**src/rtl/kinase_valve_sequencer.sv**
```systemverilog
// kinase_valve_sequencer: one-command-at-a-time sequencer for the shared
// daisy-chained valve lines of the kinase_activity array.
// It performs static valve sets, peristaltic pumping on two pumps, dwell
// and line flush. Every output is registered.
// Valve encoding: 1 = pressurized (closed), 0 = vented (open).
module kinase_valve_sequencer #(
  parameter int PUMP_DIV     = 1000,  // clocks per peristaltic phase, >= 1
  parameter int FLUSH_CYCLES = 5000,  // clocks flush_en stays high, >= 1
  parameter int ARG_W        = 16     // command argument / cycle counter width, >= 13
) (
  input  logic             clk,
  input  logic             rst_n,
  input  logic             cmd_valid,
  output logic             cmd_ready,
  input  logic [2:0]       cmd_op,
  input  logic [ARG_W-1:0] cmd_arg,
  input  logic             abort,
  output logic [12:0]      ctrl_a,
  output logic [3:0]       ctrl_s,
  output logic [2:0]       pump_a,
  output logic [1:0]       pump_b,
  output logic             flush_en,
  output logic             busy,
  output logic             done,
  output logic             err
);

  localparam int PHASE_W = $clog2(PUMP_DIV + 1);
  localparam int FLUSH_W = $clog2(FLUSH_CYCLES + 1);

  typedef enum logic [2:0] {
    S_IDLE,
    S_PUMP_A,
    S_PUMP_B,
    S_DWELL,
    S_FLUSH
  } state_e;

  typedef enum logic [2:0] {
    OP_NOP     = 3'd0,
    OP_SET_A   = 3'd1,
    OP_SET_S   = 3'd2,
    OP_PUMP_A  = 3'd3,
    OP_PUMP_B  = 3'd4,
    OP_DWELL   = 3'd5,
    OP_FLUSH   = 3'd6,
    OP_ILLEGAL = 3'd7
  } op_e;

  state_e             state_q, state_d;
  logic [PHASE_W-1:0] phase_cnt_q, phase_cnt_d;   // clocks left in current phase
  logic [1:0]         phase_idx_q, phase_idx_d;   // phase within a pump cycle
  logic [ARG_W-1:0]   cycle_cnt_q, cycle_cnt_d;   // pump cycles / dwell clocks left
  logic [FLUSH_W-1:0] flush_cnt_q, flush_cnt_d;   // flush clocks left
  logic [12:0]        ctrl_a_val_q, ctrl_a_val_d; // programmed ctrl_a, kept through flush
  logic [3:0]         ctrl_s_val_q, ctrl_s_val_d; // programmed ctrl_s, kept through flush
  logic               done_q, done_d;
  logic               err_q, err_d;
  logic [12:0]        ctrl_a_q, ctrl_a_d;
  logic [3:0]         ctrl_s_q, ctrl_s_d;
  logic [2:0]         pump_a_q, pump_a_d;
  logic [1:0]         pump_b_q, pump_b_d;
  logic               flush_en_q, flush_en_d;
  logic               busy_q, busy_d;

  logic               accept;
  logic [1:0]         last_idx;

  assign cmd_ready = (state_q == S_IDLE) && !abort;
  assign accept    = cmd_valid && cmd_ready;

  assign ctrl_a   = ctrl_a_q;
  assign ctrl_s   = ctrl_s_q;
  assign pump_a   = pump_a_q;
  assign pump_b   = pump_b_q;
  assign flush_en = flush_en_q;
  assign busy     = busy_q;
  assign done     = done_q;
  assign err      = err_q;

  // State register: FSM state, counters, stored valve values and registered outputs.
  always_ff @(posedge clk or negedge rst_n) begin
    // NOTE: every flop, including the stored valve values, is async-reset so a mid-op reset drops the command cleanly.
    if (!rst_n) begin
      state_q      <= S_IDLE;
      phase_cnt_q  <= '0;
      phase_idx_q  <= '0;
      cycle_cnt_q  <= '0;
      flush_cnt_q  <= '0;
      ctrl_a_val_q <= '0;
      ctrl_s_val_q <= '0;
      done_q       <= 1'b0;
      err_q        <= 1'b0;
      ctrl_a_q     <= '0;
      ctrl_s_q     <= '0;
      pump_a_q     <= 3'b111;
      pump_b_q     <= 2'b11;
      flush_en_q   <= 1'b0;
      busy_q       <= 1'b0;
    end else begin
      // NOTE: non-blocking assignments so every flop samples pre-edge values regardless of statement order.
      state_q      <= state_d;
      phase_cnt_q  <= phase_cnt_d;
      phase_idx_q  <= phase_idx_d;
      cycle_cnt_q  <= cycle_cnt_d;
      flush_cnt_q  <= flush_cnt_d;
      ctrl_a_val_q <= ctrl_a_val_d;
      ctrl_s_val_q <= ctrl_s_val_d;
      done_q       <= done_d;
      err_q        <= err_d;
      ctrl_a_q     <= ctrl_a_d;
      ctrl_s_q     <= ctrl_s_d;
      pump_a_q     <= pump_a_d;
      pump_b_q     <= pump_b_d;
      flush_en_q   <= flush_en_d;
      busy_q       <= busy_d;
    end
  end

  // Next-state logic: command decode, phase/cycle/flush counting, completion and abort.
  always_comb begin
    // NOTE: every variable gets a default first so no path leaves it unassigned (no latches).
    state_d      = state_q;
    phase_cnt_d  = phase_cnt_q;
    phase_idx_d  = phase_idx_q;
    cycle_cnt_d  = cycle_cnt_q;
    flush_cnt_d  = flush_cnt_q;
    ctrl_a_val_d = ctrl_a_val_q;
    ctrl_s_val_d = ctrl_s_val_q;
    done_d       = 1'b0;
    err_d        = 1'b0;
    last_idx     = (state_q == S_PUMP_A) ? 2'd2 : 2'd1;

    case (state_q)
      S_IDLE: begin
        if (accept) begin
          case (op_e'(cmd_op))
            OP_NOP: done_d = 1'b1;
            OP_SET_A: begin
              ctrl_a_val_d = cmd_arg[12:0];
              done_d       = 1'b1;
            end
            OP_SET_S: begin
              ctrl_s_val_d = cmd_arg[3:0];
              done_d       = 1'b1;
            end
            OP_PUMP_A, OP_PUMP_B: begin
              if (cmd_arg == '0) begin
                done_d = 1'b1;
              end else begin
                state_d     = (op_e'(cmd_op) == OP_PUMP_A) ? S_PUMP_A : S_PUMP_B;
                cycle_cnt_d = cmd_arg;
                phase_cnt_d = PHASE_W'(PUMP_DIV);
                phase_idx_d = 2'd0;
              end
            end
            OP_DWELL: begin
              if (cmd_arg == '0) begin
                done_d = 1'b1;
              end else begin
                state_d     = S_DWELL;
                cycle_cnt_d = cmd_arg;
              end
            end
            OP_FLUSH: begin
              state_d     = S_FLUSH;
              flush_cnt_d = FLUSH_W'(FLUSH_CYCLES);
            end
            default: begin
              done_d = 1'b1;
              err_d  = 1'b1;
            end
          endcase
        end
      end

      S_PUMP_A, S_PUMP_B: begin
        if (phase_cnt_q == PHASE_W'(1)) begin
          phase_cnt_d = PHASE_W'(PUMP_DIV);
          if (phase_idx_q == last_idx) begin
            phase_idx_d = 2'd0;
            if (cycle_cnt_q == ARG_W'(1)) begin
              state_d = S_IDLE;
              done_d  = 1'b1;
            end else begin
              cycle_cnt_d = cycle_cnt_q - ARG_W'(1);
            end
          end else begin
            phase_idx_d = phase_idx_q + 2'd1;
          end
        end else begin
          phase_cnt_d = phase_cnt_q - PHASE_W'(1);
        end
      end

      S_DWELL: begin
        if (cycle_cnt_q == ARG_W'(1)) begin
          state_d = S_IDLE;
          done_d  = 1'b1;
        end else begin
          cycle_cnt_d = cycle_cnt_q - ARG_W'(1);
        end
      end

      S_FLUSH: begin
        if (flush_cnt_q == FLUSH_W'(1)) begin
          state_d = S_IDLE;
          done_d  = 1'b1;
        end else begin
          flush_cnt_d = flush_cnt_q - FLUSH_W'(1);
        end
      end

      default: state_d = S_IDLE;
    endcase

    // Abort wins over a completion on the same edge and never produces done.
    if (abort && (state_q != S_IDLE)) begin
      state_d = S_IDLE;
      done_d  = 1'b0;
    end
  end

  // Output logic: next values of the registered valve, flush and busy lines.
  always_comb begin
    pump_a_d   = 3'b111;
    pump_b_d   = 2'b11;
    flush_en_d = 1'b0;
    ctrl_a_d   = ctrl_a_val_d;
    ctrl_s_d   = ctrl_s_val_d;
    busy_d     = (state_d != S_IDLE);

    case (state_d)
      S_PUMP_A: begin
        case (phase_idx_d)
          2'd0:    pump_a_d = 3'b110;
          2'd1:    pump_a_d = 3'b101;
          default: pump_a_d = 3'b011;
        endcase
      end
      S_PUMP_B: pump_b_d = (phase_idx_d == 2'd0) ? 2'b10 : 2'b01;
      S_FLUSH: begin
        flush_en_d = 1'b1;
        ctrl_a_d   = '1;
        ctrl_s_d   = '1;
      end
      default: ;
    endcase
  end

endmodule

```
**config.mk**
```make
export PLATFORM = sky130hd
export DESIGN_NAME = kinase_valve_sequencer
export DESIGN_NICKNAME = d
export VERILOG_FILES = /design/src/rtl/kinase_valve_sequencer.sv
export SDC_FILE = /design/constraint.sdc
export NUM_CORES = 1
export LEC_CHECK = 0
export CAP_MARGIN = 40
export CORE_ASPECT_RATIO = 0.9
export CORE_MARGIN = 4
export CORE_UTILIZATION = 40
export CTS_CLUSTER_DIAMETER = 100
export DETAILED_ROUTE_END_ITERATION = 12
export GPL_TIMING_DRIVEN = 1
export PLACE_DENSITY = 0.66
export SLEW_MARGIN = 5
export SYNTH_ARGS = -nofsm -noshare
export SYNTH_HDL_FRONTEND = slang
export SYNTH_SLANG_ARGS = --single-unit
```
**constraint.sdc**
```tcl
create_clock -name clk -period 2.1 [get_ports clk]
set_clock_uncertainty 0.1 [all_clocks]
set_input_delay 0.315 -clock clk [delete_from_list [all_inputs] [get_ports clk]]
set_output_delay 0.315 -clock clk [all_outputs]
set_load 0.02 [all_outputs]
```
==> flow_results.org, run 1 <==
** Outcome
- The run finished, with violations left.
- The checks that failed: negative setup slack.

** STA
- Subtracting the final worst setup slack from the clock period gives 2.22 ns.
- Endpoints failing setup :: 36
- RSZ-0062 raised after global routing :: yes
- Transition at the pin with the smallest max-transition slack :: 0.531 ns
- The final critical path takes up 106% of the cycle.
- Max-slew headroom :: 64.6%
- The final number of max-transition violations came to 0.
- Total negative slack for setup checks :: -2.26 ns
- Final hold violation count :: 0
- Based on the critical path, the design can be clocked at up to 0.450 GHz.
- Once routing completed, OpenROAD measured the worst setup slack at -0.123 ns.

** Floorplan
- Vert. Die Dim :: 107 um
- In this run the standard cell core region covers 0.0105 mm2.
- Initial core utilization :: 41.7%
- Die width :: 118 um
- Num ports :: 50
- Die area :: 0.0127 mm2
- In this run the core area contains 35 standard-cell rows.

** Pwr
- The analysis attributes to cell leakage a power of 3.05 nW.
- Total design power :: 9.32 mW
- The worst-case IR drop observed on VDD is 0.554 mV.
- Cell area power density :: 1360 mW/mm2

** Logic synthesis
- Unique masters post-synth :: 61
- Counting flops and latches in the post-synthesis netlist gives 87.
- Sequential cells were found to cover 50.0% of the synthesized design area.
- Syn_nets :: 461
- Number of synthesized flops with an enable pin :: 0
- Proportion of synthesized flip-flops having asynchronous set or reset :: 100%
- Synthesized instance count :: 432
- Number of warnings printed during yosys synthesis :: 0
- Total standard cell area after synthesis :: 0.00437 mm2
- In the synthesized netlist the dominant register cell turns out to be sky130_fd_sc_hd__dfrtp_1.
- Each instance of the synthesized netlist takes up on average 10.1 um2.

** Worst setup path
- Together, buffers and inverters on the worst path number 2.
- Critical Path Sink Type :: flip-flop
- Required time of the critical path :: 2.28 ns
- Among all stages on the critical path, the largest delay is contributed by sky130_fd_sc_hd__dfrtp_1.
- For this run, the slowest stage of the critical path takes 0.42 ns.
- Worst Path Max Fanout :: 4
- Largest delay contributor family on the critical path :: simple AND/OR/NAND/NOR gates
- Critical path class :: flip-flop to flip-flop
- Cells along the critical path :: or2_4, nor3_4, buf_6, a31oi_4, or3_1, a222oi_1, buf_4, nand3b_1
- Data arrives at the worst endpoint at 2.41 ns.
- The worst setup path is launched from a flip-flop.

** Detailed routing
- WL per Instance :: 17.1 um
- In this run, the number of DRC markers left after iteration 0 of detailed routing was 275.
- The count of nets left with antenna violations once routing finished came out at 0.
- First-pass iteration count of the detailed router :: 5
- Remaining design rule violation count :: 0
- Total Routed Length :: 12500 um
- The final route contains 4020 vias.
- In the routed layout, each cell is associated on average with a via count of 5.49.

** Placed design
- PortBufs :: 49
- Once detailed placement completed, the half-perimeter wirelength came to 7830 um.
- The congestion estimate from routability-driven global placement came to 0.829.
- Worst setup timing slack at the placement stage :: -0.653 ns
- Placed standard-cell area :: 0.00578 mm2

** GRT
- After global routing the overflow that remains totals 0.
- The first global-routing pass estimated 18900 um of wire.
- Entering global routing, the biggest net connects 41 pins.
- The number of global-route vias before repair was 3883.
- The initial antenna violation count came to 0.
- In the global route stage, overall resource usage came out at 18.2%.

** Clocking
- CTS placed an instance of sky130_fd_sc_hd__clkbuf_16 at the clock tree root.
- After clock tree synthesis, the clock-pin slew on the worst setup and hold paths is 0.07 ns.
- Counting every sink on the clock net gives 87.
- Clock tree synthesis inserted a total of 9 buffers.
- The clock tree synthesis step divided the H-tree into 3 levels.
- TritonCTS built the clock tree.
- Clock insertion delay at the later pin of the skew report :: 0.34 ns
- Clk buf depth :: 2

** Finish
- Once layout is done, the placed cells without fillers occupy 0.00687 mm2.
- Layout overhead on the synthesized area :: 57.2%
- The number of antenna diodes in the final layout is 0.
- Final layout net count :: 627
- Of the cells placed in the final design, the portion with a size suffix greater than 1 is 41.5%.

** Flow run
- Across the run, the number of max-cap violations was 0.

** Hold path
- The min-delay analysis places its worst path in the category input port to flip-flop.
synth_stat cells, drive strengths merged (12+ instances only):
library cell / n / area, um2
nor3: 15 / 86.3
nor2: 45 / 169
dfrtp: 82 / 2050
clkbuf: 12 / 45.0
mux2: 18 / 240
nand3: 13 / 65.1
nand2: 28 / 105
nor4: 16 / 121
a21oi: 30 / 150
inv: 13 / 48.8
o21ai: 31 / 159
nand2b: 23 / 169
worst register-to-register path: stages (launching register included):
cell and delay (ns):
sky130_fd_sc_hd__dfrtp_1 0.42, sky130_fd_sc_hd__or2_4 0.28, sky130_fd_sc_hd__nor3_4 0.18, sky130_fd_sc_hd__buf_6 0.14, sky130_fd_sc_hd__a31oi_4 0.10, sky130_fd_sc_hd__or3_1 0.39
sky130_fd_sc_hd__a222oi_1 0.26, sky130_fd_sc_hd__buf_4 0.19, sky130_fd_sc_hd__nand3b_1 0.10
cells by family (layout without fill, tap and decap cells):
logic type	count (synthesis)	count (layout)	synth area share (%)
and+or+nand+nor	181	181	23.3
AOI/OAI and AO/OA	97	97	13.6
DFF	87	87	50.0
buffers and inverters	32	203	3.58
muxes	19	19	5.73
xor gates and xnor gates	9	9	1.80
adders and majority gates	7	7	1.95
report_power, final:
group | total [mW] | switching [mW] | internal, mW
registers | 2.75 | 0.401 | 2.35
clock network | 1.64 | 0.709 | 0.935
logic | 4.93 | 2.40 | 2.53
final timing paths:
path / slack, ns / startpoint / endpoint / cells after the start
setup / recovery: -0.12 / state_q[1] / pump_b[1] / 8
hold / removal: 0.19 / cmd_op[2] / err / 3
setup reg to reg: -0.12 / state_q[1] / pump_b[1] / 8
hold reg to reg: 0.37 / phase_cnt_q[9] / phase_cnt_q[9] / 1
max in group asynchronous: 0.85 / rst_n / phase_cnt_q[9] / 3
min in group asynchronous: 0.40 / rst_n / ctrl_a[2] / 2
layer usage:
metal / up-vias / global-route usage (%) / share of wire, %
met4: 0 / 5.94 / 1.6
li1: 1882 / - / -
met3: 22 / 2.90 / 3.8
met2: 109 / 31.4 / 52
met1: 2007 / 23.5 / 43
met5: - / 0 / 0
repair_timing:
item                                    in CTS  in global routing
cloned                                       2                  4
buffers inserted                            11                 10
hold endpoints to repair                    38                  0
endpoints found under the setup margin      53                 55
pin swaps                                   20                 37
hold buffers                                 1                  0
resized for setup                           60                 81
flip-flops by register name (all words and copies together), names as in the netlist:
| signal | count |
|---|---|
| done | 1 |
| flush_cnt_q | 13 |
| phase_cnt_q | 10 |
| phase_idx_q | 2 |
| flush_en | 1 |
| pump_b | 2 |
| ctrl_s_val_q | 4 |
| cycle_cnt_q | 16 |
| busy | 1 |
| pump_a | 3 |
| ctrl_a | 13 |
| err | 1 |
| ctrl_s | 4 |
| ctrl_a_val_q | 13 |
| state_q | 3 |
metrics by stage:
step / std cells / hold slack [ns] / utilization [%]
2_1_floorplan: 432 / -0.0806 / -
3_3_place_gp: 691 / 0.222 / 55.2
6_report: 732 / 0.189 / 65.6
3_5_place_dp: 691 / 0.230 / 55.2
5_1_grt: 732 / 0.205 / 65.6
4_1_cts: 721 / 0.376 / 61.3
layout by cell type (no fill, tap or decap), drive strengths merged, types with 2 or more instances in the layout:
cell,Yosys,layout
nor3b,4,4
and3,6,6
o22a,6,6
clkbuf,12,13
ha,6,6
o31ai,6,6
nor3,15,15
clkdlybuf4s50,0,30
dlygate4sd2,0,16
nor2b,3,3
and2,2,2
or3,7,7
a31oi,6,6
nor2,45,45
xnor2,3,3
dfstp,5,5
nand2b,23,23
dfrtp,82,82
nand3b,6,6
clkinv,0,2
a211oi,3,3
or2,2,2
nor4,16,16
o22ai,2,2
a22oi,2,2
nand3,13,13
or4,3,3
nand2,28,28
xor2,6,6
mux2,18,18
nand4,2,2
buf,7,121
a21oi,30,30
o21ai,31,31
inv,13,16
o2bb2ai,2,2
area by class of cell:
type | count | area, um2
Clock inverter | 7 | 77.6
Multi-Input combinational cell | 313 | 2540
Fill cell | 766 | 3600
Clock buffer | 9 | 225
Sequential cell | 87 | 2180
Timing Repair Buffer | 174 | 1620
Tap cell | 129 | 161
Inverter | 13 | 48.8
(Power assumes the default switching activity.)
==> run 2: changes to the inputs <==
ABC_AREA = 0   (was not set)
GPL_TIMING_DRIVEN = not set   (was 1)
PLACE_DENSITY = 0.64   (was 0.66)
clock period = 2.8 ns   (was 2.1 ns; I/O delays follow)
==> run 2 against run 1 <==
Effect of this change: the run now ends clean; combinational power decreased by 55%; sequential share of layout area rose by 8.0 points; clock-buffer cell count rose by 4; register-to-register slack improved by 0.43 ns; die area is the same; non-clock buffer count down 98; worst setup slack gained 0.39 ns; first-iteration DRC count is 30% lower; worst hold slack worse by 0.15 ns; routed wire length decreased by 23%; largest power group unchanged.
==> flow_results.org, run 2 (synthesized netlist as in run 1, its figures left out) <==
** GRT
- The number of global-route vias before repair was 3433.
- Pin count of the biggest net entering global routing :: 55
- First-pass GRT wire length :: 16700 um
- Initial antenna violation count :: 0
- Grt ovf :: 0
- Aggregate global-route resource usage :: 16.1%

** Pwr
- Cell area power density :: 1030 mW/mm2
- Peak supply drop :: 0.379 mV
- In this run the static leakage power is 2.35 nW.
- Combinational cell fraction of total power :: 39.4%
- Of the total power, the clock network draws 22.9%.
- The share of total power dissipated in sequential elements is 37.8%.
- Total design power :: 5.65 mW
- Switching power of the nets :: 2.02 mW
- Net switching is 35.7% of the power.
- The internal power of the cells totals 3.63 mW.

** Finish
- Most common cell after layout, fill and taps aside :: sky130_fd_sc_hd__dfrtp_1
- The register with the most flip-flops in the layout has 16 of them.
- Of the cells placed in the final design, the portion with a size suffix greater than 1 is 16.0%.
- Largest Register :: cycle_cnt_q
- Area taken by multi-input logic gates :: 0.00203 mm2
- From synthesis to final layout, the design area changed by 25.5%.
- Final layout net count :: 529
- Layout filler cell count :: 917
- Diodes inserted :: 0
- Most frequent cells in the layout :: sky130_fd_sc_hd__dfrtp_1 (82), sky130_fd_sc_hd__clkdlybuf4s50_1 (48), sky130_fd_sc_hd__nor2_1 (45), sky130_fd_sc_hd__o21ai_0 (30), sky130_fd_sc_hd__a21oi_1 (30)
- Final instance count without filler cells :: 634
- Once layout is done, the placed cells without fillers occupy 0.00548 mm2.
- The sequential cells in the finished layout cover a total of 0.00218 mm2.

** STA
- Count of pins over their slew limit :: 0
- For this run, the top clock speed supported by timing is 0.394 GHz.
- Setup repair after global routing left no endpoint under its margin.
- Period utilization :: 90.6%
- The number of failing hold endpoints at the final stage was 0.
- Setup violations remaining at the end of the flow were counted as 0.
- Post-layout minimum cycle time :: 2.54 ns
- The worst pin sits at a relative slew slack of 53.6%.
- Transition at the pin with the smallest max-transition slack :: 0.696 ns
- Total negative slack for setup checks :: 0 ns

** Floorplan
- In this run the count of I/O pins placed on the die edge is 50.
- Die width :: 118 um
- Vert. Die Dim :: 107 um
- Die area :: 0.0127 mm2
- Core Box Area :: 0.0105 mm2
- The initialized floorplan defines 35 standard-cell rows.
- Initial core utilization :: 41.7%

** Placed design
- PortBufs :: 49
- Routability congestion estimate :: 0.864
- Placed standard-cell area :: 0.00516 mm2
- Cell count after placement :: 618
- Detailed placement finished with a half-perimeter wire length of 6930 um.

** Flow run
- Max-capacitance violation count :: 0

** Worst setup path
- At the worst endpoint, the required time is 2.28 ns.
- Along the worst path, the maximum fanout reaches 8.
- Worst reg2reg endpoint :: pump_b[0]
- Across all register-to-register paths, the minimum setup slack is 0.31 ns.
- Critical Path Sink Type :: output port
- The most critical setup path has its startpoint at state_q[0].
- Arrival time of the worst setup path :: 2.02 ns
- Number of cells on the worst reg-to-reg path :: 7
- Worst r2r src :: state_q[0]
- Type of origin of the critical path :: flip-flop
- The critical path is of the flip-flop to output port type.

** Clocking
- Clock tree synthesis selected as its root buffer the cell sky130_fd_sc_hd__clkbuf_16.
- In this run, CTS created clock tree buffers numbering 9.
- CTS-repair resized insts :: 0
- CTS built an H-tree with a depth of 3.
- Clock-pin slew was measured on the worst setup and hold paths at 0.06 ns.
- The clock passes through at most 2 buffers.
- Clock Sink Count :: 87
- Once the clock tree was built, the setup fixing pass inserted 0 buffers.
- Clock insertion delay at the later pin of the skew report :: 0.34 ns
- Clock tree from TritonCTS :: built
- Quantity of hold-fixing buffers added after cts :: 0

** Detailed routing
- Total number of vias :: 3437
- Total Routed Length :: 9620 um
- Dividing the detail-routed wire length by the instance count gives 15.2 um.
- The first detailed-routing pass took 4 iterations.
- Via-per-instance ratio :: 5.42
- After the first detailed-routing iteration, the DRC count stood at 192.
- The count of nets left with antenna violations once routing finished came out at 0.
- In the routed design, unresolved DRC markers number 0.

** Outcome
- Result of the run :: complete, no violations

** Hold path
- The tightest min-delay check is of the input port to asynchronous set/reset pin type.
## run 2: changes by cell type in the layout (fill, tap and decap cells not counted), moves of 9 or more
cell / delta
sky130_fd_sc_hd__buf_4: -74
sky130_fd_sc_hd__o21ai_1: -9
sky130_fd_sc_hd__dlygate4sd2_1: -16
sky130_fd_sc_hd__nand2b_1: +13
sky130_fd_sc_hd__nor4_1: +9
sky130_fd_sc_hd__nand2b_4: -14
sky130_fd_sc_hd__clkdlybuf4s50_1: +18
sky130_fd_sc_hd__buf_6: -13
sky130_fd_sc_hd__o21ai_0: +16
## run 2: cell type report
cell class                      count  share of cell area (%)
Timing Repair Buffer               76                    13.3
Sequential cell                    87                    39.8
Multi-Input combinational cell    313                    37.1
Clock inverter                      3                    1.19
Tap cell                          129                    2.94
Clock buffer                       13                    4.75
Inverter                           13                   0.890
## run 2: worst max path at each step
stage / cells past startpoint / slack, ns / to
4_1_cts: 3 / 0.22 / cmd_ready
3_5_place_dp: 8 / 0.08 / cycle_cnt_q[7]
3_3_place_gp: 7 / 0.08 / busy
5_1_grt: 6 / 0.07 / busy
2_1_floorplan: 9 / 0.49 / ctrl_a[10]
6_report: 3 / 0.26 / cmd_ready
## run 2: critical path, cell delays in order, from the launching register on
cell and delay, ns:
sky130_fd_sc_hd__dfrtp_1 0.46, sky130_fd_sc_hd__or2_1 0.37, sky130_fd_sc_hd__nor3_1 0.21, sky130_fd_sc_hd__clkdlybuf4s50_1 0.64
## run 2: metal layers
metal  up-vias  wire [um]  track usage (%)
li1       1696          -                -
met1      1681       4580             21.9
met2        58       4650             25.7
met3         2        341             3.43
met4         0         47             4.85
met5         -          0                0
## run 2: through the flow
stage	setup WS, ns	hold slack, ns	util, %
2_1_floorplan	0.487	0.0244	-
3_3_place_gp	0.0846	0.353	49.3
3_5_place_dp	0.0830	0.373	49.3
4_1_cts	0.225	0.0606	52.4
5_1_grt	0.0747	0.0880	52.4
6_report	0.262	0.0354	52.4
## run 2: power groups by stage
stage | clock [mW] | combinational, mW | sequential, mW
detailed placement | 0 | 2.23 | 2.14
floorplan | 0 | 1.30 | 2.24
CTS | 1.32 | 2.24 | 2.13
global placement | 0 | 2.17 | 2.12
finish | 1.29 | 2.22 | 2.13
global route | 1.37 | 2.47 | 2.20
